[src/rtl/shift_right_seq.sv]
// -----------------------------------------------------------------------------
// shift_right_seq
//   Multi-cycle right shifter for the RV32I SRL/SRLI/SRA/SRAI datapath.
//   Shifts an n-bit operand right by shamt bits, one bit per clock. Logical
//   shifts fill with zeros. Arithmetic shifts fill with the sign bit that was
//   captured at start. The control unit stalls while busy is high.
//
// Build option
//   SHIFT_RIGHT_FAST4_EN : when defined, each SHIFT cycle moves 4 bits while at
//                          least 4 bits remain, then 1 bit per cycle. When the
//                          macro is undefined the block shifts 1 bit per cycle.
//                          The ports are the same in both builds.
//
// Ports
//   clk    in   1   rising-edge clock
//   rst    in   1   asynchronous, active-high reset
//   start  in   1   request. It is sampled only in IDLE.
//   arith  in   1   1 = sign-fill, 0 = zero-fill. It is sampled with start.
//   A      in   n   operand. It is sampled with start.
//   shamt  in   sw  shift amount, 0..n-1. It is sampled with start.
//   B      out  n   result register. It shows intermediate values while
//                   shifting and holds the final value after done.
//   busy   out  1   high whenever the FSM is not in IDLE
//   done   out  1   one-cycle pulse. B is final while done is high.
//
// States
//   state   | meaning
//   S_IDLE  | waiting for start; B holds the last result
//   S_SHIFT | shifting B right; count holds the bits still to shift
//   S_DONE  | result final; done pulses for this single cycle
// -----------------------------------------------------------------------------
module shift_right_seq #(
  parameter int n  = 32,
  parameter int sw = 5
) (
  input  logic          clk,
  input  logic          rst,
  input  logic          start,
  input  logic          arith,
  input  logic [n-1:0]  A,
  input  logic [sw-1:0] shamt,
  output logic [n-1:0]  B,
  output logic          busy,
  output logic          done
);

  typedef enum logic [1:0] {
    S_IDLE  = 2'd0,
    S_SHIFT = 2'd1,
    S_DONE  = 2'd2
  } state_t;

  state_t        state_q, state_d;
  logic [n-1:0]  b_q, b_d;
  logic [sw-1:0] count_q, count_d;
  logic          fill_q, fill_d;
  logic          busy_q, busy_d;
  logic          done_q, done_d;

  // The next-state logic also computes busy and done for the next cycle.
  // This lets both outputs come directly from flops.
  always_comb begin
    state_d = state_q;
    b_d     = b_q;
    count_d = count_q;
    fill_d  = fill_q;
    busy_d  = busy_q;
    done_d  = 1'b0;

    case (state_q)
      S_IDLE: begin
        if (start) begin
          b_d     = A;
          count_d = shamt;
          // The sign bit is captured here. It stays constant for the whole
          // operation, even though the top bits of B change while shifting.
          fill_d  = arith & A[n-1];
          busy_d  = 1'b1;
          if (shamt == '0) begin
            state_d = S_DONE;
            done_d  = 1'b1;
          end else begin
            state_d = S_SHIFT;
          end
        end
      end

      S_SHIFT: begin
`ifdef SHIFT_RIGHT_FAST4_EN
        if (count_q >= sw'(4)) begin
          b_d     = {{4{fill_q}}, b_q[n-1:4]};
          count_d = count_q - sw'(4);
          if (count_q == sw'(4)) begin
            state_d = S_DONE;
            done_d  = 1'b1;
          end
        end else begin
          b_d     = {fill_q, b_q[n-1:1]};
          count_d = count_q - sw'(1);
          if (count_q == sw'(1)) begin
            state_d = S_DONE;
            done_d  = 1'b1;
          end
        end
`else
        b_d     = {fill_q, b_q[n-1:1]};
        count_d = count_q - sw'(1);
        if (count_q == sw'(1)) begin
          state_d = S_DONE;
          done_d  = 1'b1;
        end
`endif
      end

      S_DONE: begin
        state_d = S_IDLE;
        busy_d  = 1'b0;
      end

      default: begin
        state_d = S_IDLE;
        busy_d  = 1'b0;
      end
    endcase
  end

  always_ff @(posedge clk or posedge rst) begin
    if (rst) begin
      state_q <= S_IDLE;
      b_q     <= '0;
      count_q <= '0;
      fill_q  <= 1'b0;
      busy_q  <= 1'b0;
      done_q  <= 1'b0;
    end else begin
      state_q <= state_d;
      b_q     <= b_d;
      count_q <= count_d;
      fill_q  <= fill_d;
      busy_q  <= busy_d;
      done_q  <= done_d;
    end
  end

  assign B    = b_q;
  assign busy = busy_q;
  assign done = done_q;

endmodule

[config.mk]
export PLATFORM = sky130hd
export DESIGN_NAME = shift_right_seq
export DESIGN_NICKNAME = d
export VERILOG_FILES = /design/src/rtl/shift_right_seq.sv
export SDC_FILE = /design/constraint.sdc
export NUM_CORES = 1
export LEC_CHECK = 0
export BUFFER_PORTS_ARGS = -buffer_cell sky130_fd_sc_hd__buf_4
export CAP_MARGIN = 20
export CORE_MARGIN = 4
export CORE_UTILIZATION = 30
export CTS_CLUSTER_DIAMETER = 50
export DETAILED_ROUTE_END_ITERATION = 10
export PLACE_DENSITY = 0.53
export SLEW_MARGIN = 20
export SYNTH_ARGS = -nofsm -noshare
export SYNTH_HDL_FRONTEND = slang
export SYNTH_SLANG_ARGS = --single-unit
[constraint.sdc]
create_clock -name clk -period 3.3 [get_ports clk]
set_clock_uncertainty 0.15 [all_clocks]
set_input_delay 0.33 -clock clk [delete_from_list [all_inputs] [get_ports clk]]
set_output_delay 0.33 -clock clk [all_outputs]
set_load 0.01 [all_outputs]
### Yosys cells after proc, flatten, opt, wreduce, memory -nomap -nowiden

Index checks and enable logic that the tools add are counted.

* bitwise operators: 2
* reductions and logical operators: 7
* mux-type cells: 14
* add/sub/neg operators: 1
* equal/unequal tests: 4

Operator list (number)
* one-hot mux 32 bit (2 select lines): 1
* two-way mux 32 bit: 1
* one-hot mux 5 bit (2 select lines): 1
* AND reduction 2 bit: 4
* two-way mux 2 bit: 3
* equality test 5 x 1 -> 1 bit (second input constant): 1
* logical NOT 5 bit: 1
* two-way mux 5 bit: 1
* subtractor 5 x 1 -> 5 bit (second input constant): 1
* two-way mux 1 bit: 4
* != test 2 bit (second input constant): 2
* one-hot mux 1 bit (2 select lines): 2
* one-hot mux 2 bit (2 select lines): 1
* equality test 2 x 1 -> 1 bit (second input constant): 1
* logical NOT 2 bit: 1
* nonzero test 2 bit: 1
* AND 1 bit: 1
* inverter 1 bit: 1

* word-level logic and storage cells: 34
* bits of input ports: 41
* register bits after elaboration: 42
* output and inout bits: 34

### Logic depth before layout (Yosys ltp)

* depth after elaboration: 4
* gate-level depth with buffers: 6
* mapped depth without buffers: 5

### Worst setup path after synthesis

Ideal clock, no wire load.

* kind: input to register
* start point: in shamt[3]
* end point: reg done_q, in the netlist done
* arrival: 1356 ps
* slack: 1716 ps
* data required time: 3073 ps
* library setup time: 77 ps
* path buffers: 0
* cell stages on the path: 3
* path through: or3_1 or4b_1 a21oi_1

* word-level cells in the longest chain between the ends: 4

RTL lines
* start, declared: line 41 `input logic [sw-1:0] shamt,`
* logical NOT 5 bit: line 79 `if (shamt == '0) begin`
* two-way mux 1 bit: line 79
* two-way mux 1 bit: line 72 `if (start) begin`
* one-hot mux 1 bit (2 select lines): line 70 `case (state_q)`
* via done_d: line 58 `logic done_q, done_d;`
* end signal, assigned: line 141 `done_q <= done_d;`
* end, declared: line 58

The timed path passes the listed nets, and every way through them passes these cells.
A chain may end at the register's enable or synchronous reset.

### Worst setup path in the final report

* start point: reg state_q[1]
* end point: reg b_q[13], in the netlist B[13]

* word-level cells in the longest chain between the ends: 3
* elaborated cells between the ends (all ways): 6
* classes of those cells: eq/ne (2); mux (1); reduce/logical (3)

RTL lines
* start, declared: line 53 `state_t state_q, state_d;`
* start signal, assigned: line 136 `state_q <= state_d;`
* equality test 2 x 1 -> 1 bit / logical NOT 2 bit (equally long branches): line 70
* nonzero test 2 bit (no source line) / != test 2 bit (equally long branches)
* AND reduction 2 bit (no source line)
* end signal, assigned: line 130 `b_q <= '0;`
* end signal, assigned: line 137 `b_q <= b_d;`
* end, declared: line 54 `logic [n-1:0] b_q, b_d;`

Parallel ways exist; a longest one is shown, timed or not.

==> results.md <==
* First-pass GRT wire length at 8.22 mm
* Post-CTS Resized at 0
* Combined area of the multi-input logic cells at 897 sq um
* Tot GR Track Use at 12.1%
* Post-route ant nets at 0
* Detailed-route vias per instance at 4.73
* Layout cell share with drive strength beyond 1 at 31.5%
* H-tree levels at 2
* Full die area at 8210 sq um
* Slew @ Worst Pin at 0.898 ns
* Final WS setup at 1.11 ns
* CP max FO at 21
* Int Pwr at 0.00151 W
* Combinational Power Share at 43.3%
* Highest achievable clock rate at 457 MHz
* Final Max Tran Viols at 0
* Area Overhead vs Synth at 34.0%
* Seq/Total Area, Yosys at 51.3%
* CP arrival at 2.17 ns
* Number of global-route vias before repair at 1733
* Largest net degree at the start of global routing at 48
* Clock power frac at 16.6%
* Leak at 1.30 nW
* FF+latch count, synth at 42
* Via count at 1643
* Filler Cell Count at 646
* VDD IR max at 0.000344 V
* Antenna cells at 0
* FF/Latch Area at 1050 sq um
* Critical Path Source: state_q[1]$_DFFE_PP0P_
* Commonest non-fill, non-tap cell in the layout: buf_4
* Status: finished clean
* Max-Cap Viols at 0
* Nets at 312
* Final period util at 66.3%
* TritonCTS Buffers at 5
* Worst-Skew Late Latency at 0.29 ns
* # setup viols final at 0
* Drt total wl at 4.86 mm
* FP Rows at 29
* Core footprint at 6490 sq um
* P_sw at 0.000914 W
* Per-cell routed wire length at 14.0 um
* Sw Share at 37.8%
* Synthesized cell area at 2050 sq um
* # IOs at 75
* Clock Tree Buf Depth at 2
* Clock period minus worst slack at 2.19 ns
* Setup TNS at 0 ns
* CTS Root Cell: clkbuf_8
* Final hold violation count at 0
* Die H at 90.6 um
* GRT overflow at 0
* Reg power frac at 40.2%
* YS warnings at 0
* I/O Buffers at 74
* GP Congestion at 0.795
* Worst min-delay path category: input port to async pin
* DRT iter0 DRCs at 50
* Place WS at 1.09 ns
* Synth Area per Inst at 10.2 sq um
* Initial Utilization at 31.5%
* Estimated wirelength of the detail-placed design at 3.46 mm
* CP startpoint kind: register
* Power Density at 882 nW/um^2
* Setup Fix Bufs, Post-CTS at 0
* Crit end category: register
* Drt pass-1 iters at 4
* Unrepaired setup endpoints after global routing: false
* Initial antenna violation count at 0
* Die Wd at 90.6 um
* CP peak stage delay at 0.60 ns
* Clock transition at path regs at 0.08 ns
* Post-Syn Instances at 200
* Setup CP Type: register to register
* CTS Sinks at 42
* Worst-path cell chain: nand2b_2 > buf_4 > mux2i_1 > a21oi_1
* Commonest non-fill, non-tap cells in the layout: buf_4, dfrtp_1, a21oi_1
* Relative slew slack at 40.0%
* Unique masters post-synth at 30
* Slowest cell on the critical path: nand2b_2
* Syn nets at 243
* Post-CTS Hold Buffers at 0
* CP Data Required Time at 3.28 ns
* DRC Markers at 0
* CTS tree: done
* Reg-to-reg startpoint: state_q[1]$_DFFE_PP0P_
## registers in the layout (all words and copies together) (netlist names)
name     count
done         1
fill_q       1
B           32
busy         1
count_q      5
state_q      2
## cell families after synthesis
logic type | share of synthesized area, %
simple gates | 12.4
fa+ha+maj | 1.22
mux | 17.1
compound gates | 12.8
flops | 51.3
buf+inv | 5.07
## critical path: cells and delay by family, from the launching register on
family / cells / cell delay, ns
AOI/OAI and AO/OA: 1 / 0.08
muxes: 1 / 0.22
buffers and inverters: 1 / 0.42
DFF: 1 / 0.54
and+or+nand+nor: 1 / 0.60
## layout make-up
type                    instances  area share [%]
flip-flops and latches         42            38.3
multi-input cells             138            32.7
repair buffers                 76            20.8
well taps                      77            3.51
clock buffers                   7            2.78
clock inverters                 1            1.09
inverters                       6           0.821
## per-stage QoR
stage	hold WS (ns)	power [W]	util (%)	cell area, sq um	instances
after floorplan	0.311	0.00159	-	2050	200
after global placement	0.324	0.00204	40.6	2640	339
after detailed placement	0.332	0.00205	40.6	2640	339
after CTS	0.120	0.00246	42.2	2740	347
after global routing	0.156	0.00262	42.2	2740	347
final	0.0845	0.00242	42.2	2740	347
## per-layer routing
layer	global-route usage, %	part of all wire (%)
met2	19.8	47
met4	3.83	1.1
met1	15.3	46
met5	0	0
met3	3.83	6.7
## path summary, 6_finish.rpt
check	to	slack, ns	cells after the start
max	B[13]$_DFFE_PP0P_	1.11	4
min	B[19]$_DFFE_PP0P_	0.08	2
max reg2reg	B[13]$_DFFE_PP0P_	1.11	4
min reg2reg	fill_q$_DFFE_PP0P_	0.35	2
max in group asynchronous	B[10]$_DFFE_PP0P_	2.35	2
min in group clk	fill_q$_DFFE_PP0P_	0.17	3
## cell usage after synthesis, drive strengths merged
cell	n	area [sq um]
or3	1	6.26
o21ai	1	5.00
inv	6	22.5
o211ai	1	7.51
nor4b	1	8.76
clkbuf	7	36.3
o21a	1	7.51
o311ai	1	8.76
dfrtp	42	1050
nor3	2	10.0
nor2b	2	12.5
buf	7	45.0
o221ai	1	8.76
or4b	1	10.0
a221oi	2	17.5
nand3b	2	15.0
nor3b	4	30.0
nor2	36	135
nand2	2	7.51
mux2i	35	350
o22ai	1	6.26
nand2b	3	18.8
a21oi	37	185
ha	2	25.0
o32ai	1	8.76
o31ai	1	7.51
## power groups by stage
stage | Clock [W] | Sequential, W | Combinational (W)
after global routing | 0.000432 | 0.00102 | 0.00117
after CTS | 0.000415 | 0.000977 | 0.00107
final | 0.000401 | 0.000972 | 0.00105
after global placement | 0 | 0.000987 | 0.00105
after detailed placement | 0 | 0.000987 | 0.00106
after floorplan | 0 | 0.00101 | 0.000572
No activity file was read; power rests on OpenSTA's default activity.
